`config.mk`:
```
export PLATFORM = sky130hd
export DESIGN_NAME = ext_arbiter
export DESIGN_NICKNAME = d
export VERILOG_FILES = /design/src/rtl/ext_arbiter.sv
export SDC_FILE = /design/constraint.sdc
export NUM_CORES = 1
export LEC_CHECK = 0
export ABC_AREA = 1
export CORE_ASPECT_RATIO = 0.8
export CORE_UTILIZATION = 35
export DETAILED_ROUTE_END_ITERATION = 12
export GPL_ROUTABILITY_DRIVEN = 1
export PLACE_DENSITY = 0.8
export SLEW_MARGIN = 20
export SYNTH_ARGS = -nofsm -noshare
export SYNTH_HDL_FRONTEND = slang
export SYNTH_SLANG_ARGS = --single-unit
```
`constraint.sdc`:
```
create_clock -name clk -period 1.7 [get_ports clk]
set_clock_uncertainty 0.05 [all_clocks]
set_input_delay 0.255 -clock clk [delete_from_list [all_inputs] [get_ports clk]]
set_output_delay 0.255 -clock clk [all_outputs]
set_load 0.01 [all_outputs]
```
`src/rtl/ext_arbiter.sv`:
```
// ext_arbiter: round-robin share of one 16-to-32 immediate extend unit
// between the ALU operand path (req0) and the branch-offset path (req1).
//
// Ports:
//   clk, rst                  clock, synchronous active-high reset
//   req0_valid/ready          requester 0 handshake
//   req0_imm16/extop/tag      requester 0 operands (extop 1 = sign extend)
//   req1_valid/ready          requester 1 handshake
//   req1_imm16/extop/tag      requester 1 operands
//   out_valid/ready           result handshake toward the consumer
//   out_data/src/tag          extended immediate, source index, request tag
module ext_arbiter #(
    parameter int TAG_W = 4
) (
    input  logic             clk,
    input  logic             rst,
    input  logic             req0_valid,
    output logic             req0_ready,
    input  logic [15:0]      req0_imm16,
    input  logic             req0_extop,
    input  logic [TAG_W-1:0] req0_tag,
    input  logic             req1_valid,
    output logic             req1_ready,
    input  logic [15:0]      req1_imm16,
    input  logic             req1_extop,
    input  logic [TAG_W-1:0] req1_tag,
    output logic             out_valid,
    input  logic             out_ready,
    output logic [31:0]      out_data,
    output logic             out_src,
    output logic [TAG_W-1:0] out_tag
);

    logic             prio;
    logic             free;
    logic             gnt0;
    logic             gnt1;
    logic             xfer;
    logic [15:0]      sel_imm;
    logic             sel_extop;
    logic [TAG_W-1:0] sel_tag;
    logic [31:0]      ext_data;

    // The output slot can take a new result when empty or being drained.
    assign free = !out_valid || out_ready;

    // Grants already include the request valid, so a grant is a transfer.
    always_comb begin
        gnt0 = 1'b0;
        gnt1 = 1'b0;
        if (free && !rst) begin
            if (req0_valid && req1_valid) begin
                gnt0 = !prio;
                gnt1 = prio;
            end else begin
                gnt0 = req0_valid;
                gnt1 = req1_valid;
            end
        end
    end

    assign req0_ready = gnt0;
    assign req1_ready = gnt1;
    assign xfer       = gnt0 || gnt1;

    always_comb begin
        sel_imm   = req0_imm16;
        sel_extop = req0_extop;
        sel_tag   = req0_tag;
        if (gnt1) begin
            sel_imm   = req1_imm16;
            sel_extop = req1_extop;
            sel_tag   = req1_tag;
        end
    end

    assign ext_data = sel_extop ? {{16{sel_imm[15]}}, sel_imm}
                                : {16'h0000, sel_imm};

    always_ff @(posedge clk) begin
        if (rst) begin
            out_valid <= 1'b0;
            out_data  <= '0;
            out_src   <= 1'b0;
            out_tag   <= '0;
            prio      <= 1'b0;
        end else if (xfer) begin
            out_valid <= 1'b1;
            out_data  <= ext_data;
            out_src   <= gnt1;
            out_tag   <= sel_tag;
            // Favour the other requester after every transfer.
            prio      <= gnt0;
        end else if (out_ready) begin
            out_valid <= 1'b0;
        end
    end

endmodule

```
## Word-level counts from Yosys, hierarchy flattened

Cells that the tools add are included.

| storage, ports and cells | value |
|---|---|
| flip-flop bits (word level) | 39 |

| cells by class | value |
|---|---|
| reduce and logical (&&, ||, !) cells | 8 |
| multiplexer cells | 10 |

Operator list:

| cell | count |
|---|---|
| 32-bit two-way mux | 1 |
| 16-bit two-way mux | 1 |
| 1-bit two-way mux | 7 |
| 4-bit two-way mux | 1 |
| 1-bit logical NOT | 3 |
| 1-bit logical AND | 2 |
| 1-bit logical OR | 2 |
| 2-bit nonzero test | 1 |

## Depth between registers and ports, before layout

| depth | value |
|---|---|
| depth after elaboration | 6 |
| gate-level depth with buffers | 8 |
| depth with buffers taken out | 8 |

## Worst setup path after synthesis

OpenSTA, ideal clock, no wires.

| path | value |
|---|---|
| path type | reg-to-output |
| start point | register out_valid |
| end point | output port req0_ready |
| setup slack | 0.396 ns |
| data arrival time | 0.999 ns |
| cell stages (with the launch flop) | 5 |
| buffers on the path | 1 |
| path through | dfxtp_1 a21oi_4 nand3_4 buf_2 inv_1 |

| between the ends | value |
|---|---|
| word-level cells in the longest chain between the ends | 4 |

RTL lines:

| element | line | text |
|---|---|---|
| start: declaration | 27 | `output logic out_valid,` |
| start signal: assignment | 82 | `out_valid <= 1'b0;` |
| start signal: assignment | 88 | `out_valid <= 1'b1;` |
| start signal: assignment | 95 | `out_valid <= 1'b0;` |
| 1-bit logical NOT | 45 | `assign free = !out_valid \|\| out_ready;` |
| 1-bit logical OR | 45 |  |
| 1-bit logical AND | 51 | `if (free && !rst) begin` |
| 1-bit two-way mux | 51 |  |
| end: declaration | 18 | `output logic req0_ready,` |

Every way passes these cells.

## Worst setup path after layout

| path | value |
|---|---|
| start point | input port out_ready |
| end point | output port req0_ready |

| between the ends | value |
|---|---|
| word-level cells in the longest chain between the ends | 3 |

RTL lines:

| element | line | text |
|---|---|---|
| start: declaration | 28 | `input logic out_ready,` |
| 1-bit logical OR | 45 |  |
| 1-bit logical AND | 51 |  |
| 1-bit two-way mux | 51 |  |

Every way passes these cells.

==> impl_metrics.ini <==
[status]
status = complete, no violations

[floorplanning]
dieArea_mm2 = 0.00380
start_util = 0.384
core_mm2 = 0.00324
die_h_um = 55.3
row_count = 18
top_level_ports = 87
dieWidth_um = 68.7

[setup_path]
worstReg2RegStart = prio
cp_slowest_cell = clkdlybuf4s50_1
path_max_fanout = 2
r2r_cells = 8
path_class = in2out
worst_setup_path_start_kind = primary input
slowest_delay_ps = 480
critPathArrivalTime_ps = 1320
endpoint_kind = output port
r2r-end = out_data[3]
r2r_setup_slack_ps = 260
crit_top_cell = buf_6
crit_buf_inv = 5
cp.required_ps = 1390
critical-path-top-delay-family = buffers and inverters
cp_cell_sequence = clkdlybuf4s50_1, inv_2, a21oi_4, buf_6, nand3_4, inv_1, buf_6

[global_route]
grtUsageMet3 = 0.0475
grt.met2_usage = 0.298
grt_pass1_wl_um = 4950
grtUsageMet1 = 0.194
gr-total-overflow = 0
grt_pass1_vias = 1133
grt-busiest-layer = met2
antenna_found_initial = 0
grt_max_degree = 27
grt_usage = 0.168

[clock_network]
ctsHtreeMaxLevel = 1
cts_root_buf = clkbuf_8
cts_tree = built
hold_buffers = 0
insertion_delay_ps = 260
clock-sinks = 24
cts_buffers = 3
path_clk_slew_ps = 90
cts_buffer_depth = 2

[drt]
wl_per_cell_um = 11.7
drt_pass1_iterations = 3
via_per_inst = 4.53
vias = 1237
postRouteAntennaNets = 0
wl_um = 3200
drc = 0
drt_iter0_drc = 69

[sta]
finalHoldViolCount = 0
fmax_ghz = 0.615
max_slew_margin = 0.831
setup_tns_ps = 0
fin_hold_ws_ps = 415
setup_violations = 0
rsz0062_at_grt = false
period_share = 0.957
period_minus_slack_ps = 1630
drv_slew = 0
tightest_slew_ps = 254

[yosys]
ys_types = 17
yosys_warnings = 0
synthesis.area_mm2 = 0.00124
synth_nets = 200
ys_seq_area_frac = 0.386
ys_ff_latch = 24
synth.avg_cell_area_um2 = 8.14
netlist_instances = 153

[placed_design]
port_buffers = 86
place.gp.congestion = 0.747
hpwl_um = 2390
dpl_cell_area_mm2 = 0.00208

[final_layout]
antenna_cells = 0
utilization = 0.673
final_cell_mix = clkdlybuf4s50_1, nor2_1, dfxtp_1
mostFrequentLayoutCell = clkdlybuf4s50_1
multi_input_area_um2 = 576
final_layout_size_suffix_gt1_frac = 0.189
design_area_mm2 = 0.00218
syn_to_final_growth_pct = 75.4
regArea_um2 = 484
nFillCells = 291
layout.nets = 281

[worst_hold_path]
hp-start = out_src
holdPathStages = 2
min_to = out_src
hp-class = reg2reg

[flow_run]
cap_violations = 0

[power]
power_density_mw_per_mm2 = 774
vdd_drop_max_uv = 429
p_leak_nw = 0.882
==> area by class of cell <==
cell class,count,share of cell area
clock buffers,3,0.0189
clock inverters,1,0.0138
inverters,5,0.00860
multi-input cells,101,0.264
flip-flops and latches,24,0.222
well taps,40,0.0229
repair buffers,99,0.450
==> worst max-delay path by stage <==
stage | endpoint | cells past startpoint | startpoint
after global routing | out_data[15] | 10 | out_ready
after detailed placement | req0_ready | 6 | out_ready
after global placement | req0_ready | 6 | out_ready
after CTS | out_data[17] | 1 | out_data[30]
after floorplan | req0_ready | 4 | out_valid
final | req0_ready | 7 | out_ready
==> report_power, final <==
part	internal, mW	switching (mW)
registers	0.621	0.0334
clock network	0.315	0.184
logic	0.315	0.221
==> synthesized netlist by cell type <==
cell type,n,share of area
inv_1,5,0.015
buf_6,4,0.036
a21oi_4,1,0.013
clkbuf_1,2,0.0060
nor2_1,39,0.12
dfxtp_1,24,0.39
a21oi_1,3,0.012
buf_2,2,0.0080
nand3_4,1,0.014
buf_4,15,0.090
o21ai_0,18,0.072
nand2_4,2,0.018
nor3_2,18,0.14
nand2_1,10,0.030
nor3_1,1,0.0040
nand3_1,7,0.028
o21ai_1,1,0.0040
==> metrics by stage <==
step,setup slack (ps),power [mW],cells
finish,72.8,1.69,273
global route,9.92,1.78,273
CTS,13.5,1.70,272
detailed placement,-313,1.20,267
global placement,-253,1.19,267
floorplan,396,0.915,153
==> worst register-to-register path, cell delays in order, from the launching register on <==
cell and delay [ps]:
dfxtp_1 340, nand2_2 100, nand2_2 90, nand2_4 70, buf_4 260, nand2_4 100, buf_4 160, nor2_1 110
nor3_2 50
==> state kept, by name, indices dropped and copies added, names as in the netlist <==
signal	cells
out_data	17
out_tag	4
out_src	1
out_valid	1
prio	1
==> timing repair <==
| action | 4_1_cts | 5_1_grt |
|---|---|---|
| gates resized for setup | 8 | 7 |
| setup buffers | 1 | 1 |
| pin swaps | 1 | 1 |
| endpoints found under the setup margin | 18 | 39 |
==> logic make-up after synthesis <==
kind of cell | share of synthesized area
compound gates | 0.102
buf+inv | 0.156
flops | 0.386
simple gates | 0.357
==> per-layer routing <==
layer	wire, um	vias to the layer above	part of all wire
li1	-	643	-
met3	233	2	0.073
met5	0	-	0
met4	21	0	0.0066
met1	1450	545	0.45
met2	1490	47	0.47
(Power assumes the default switching activity.)
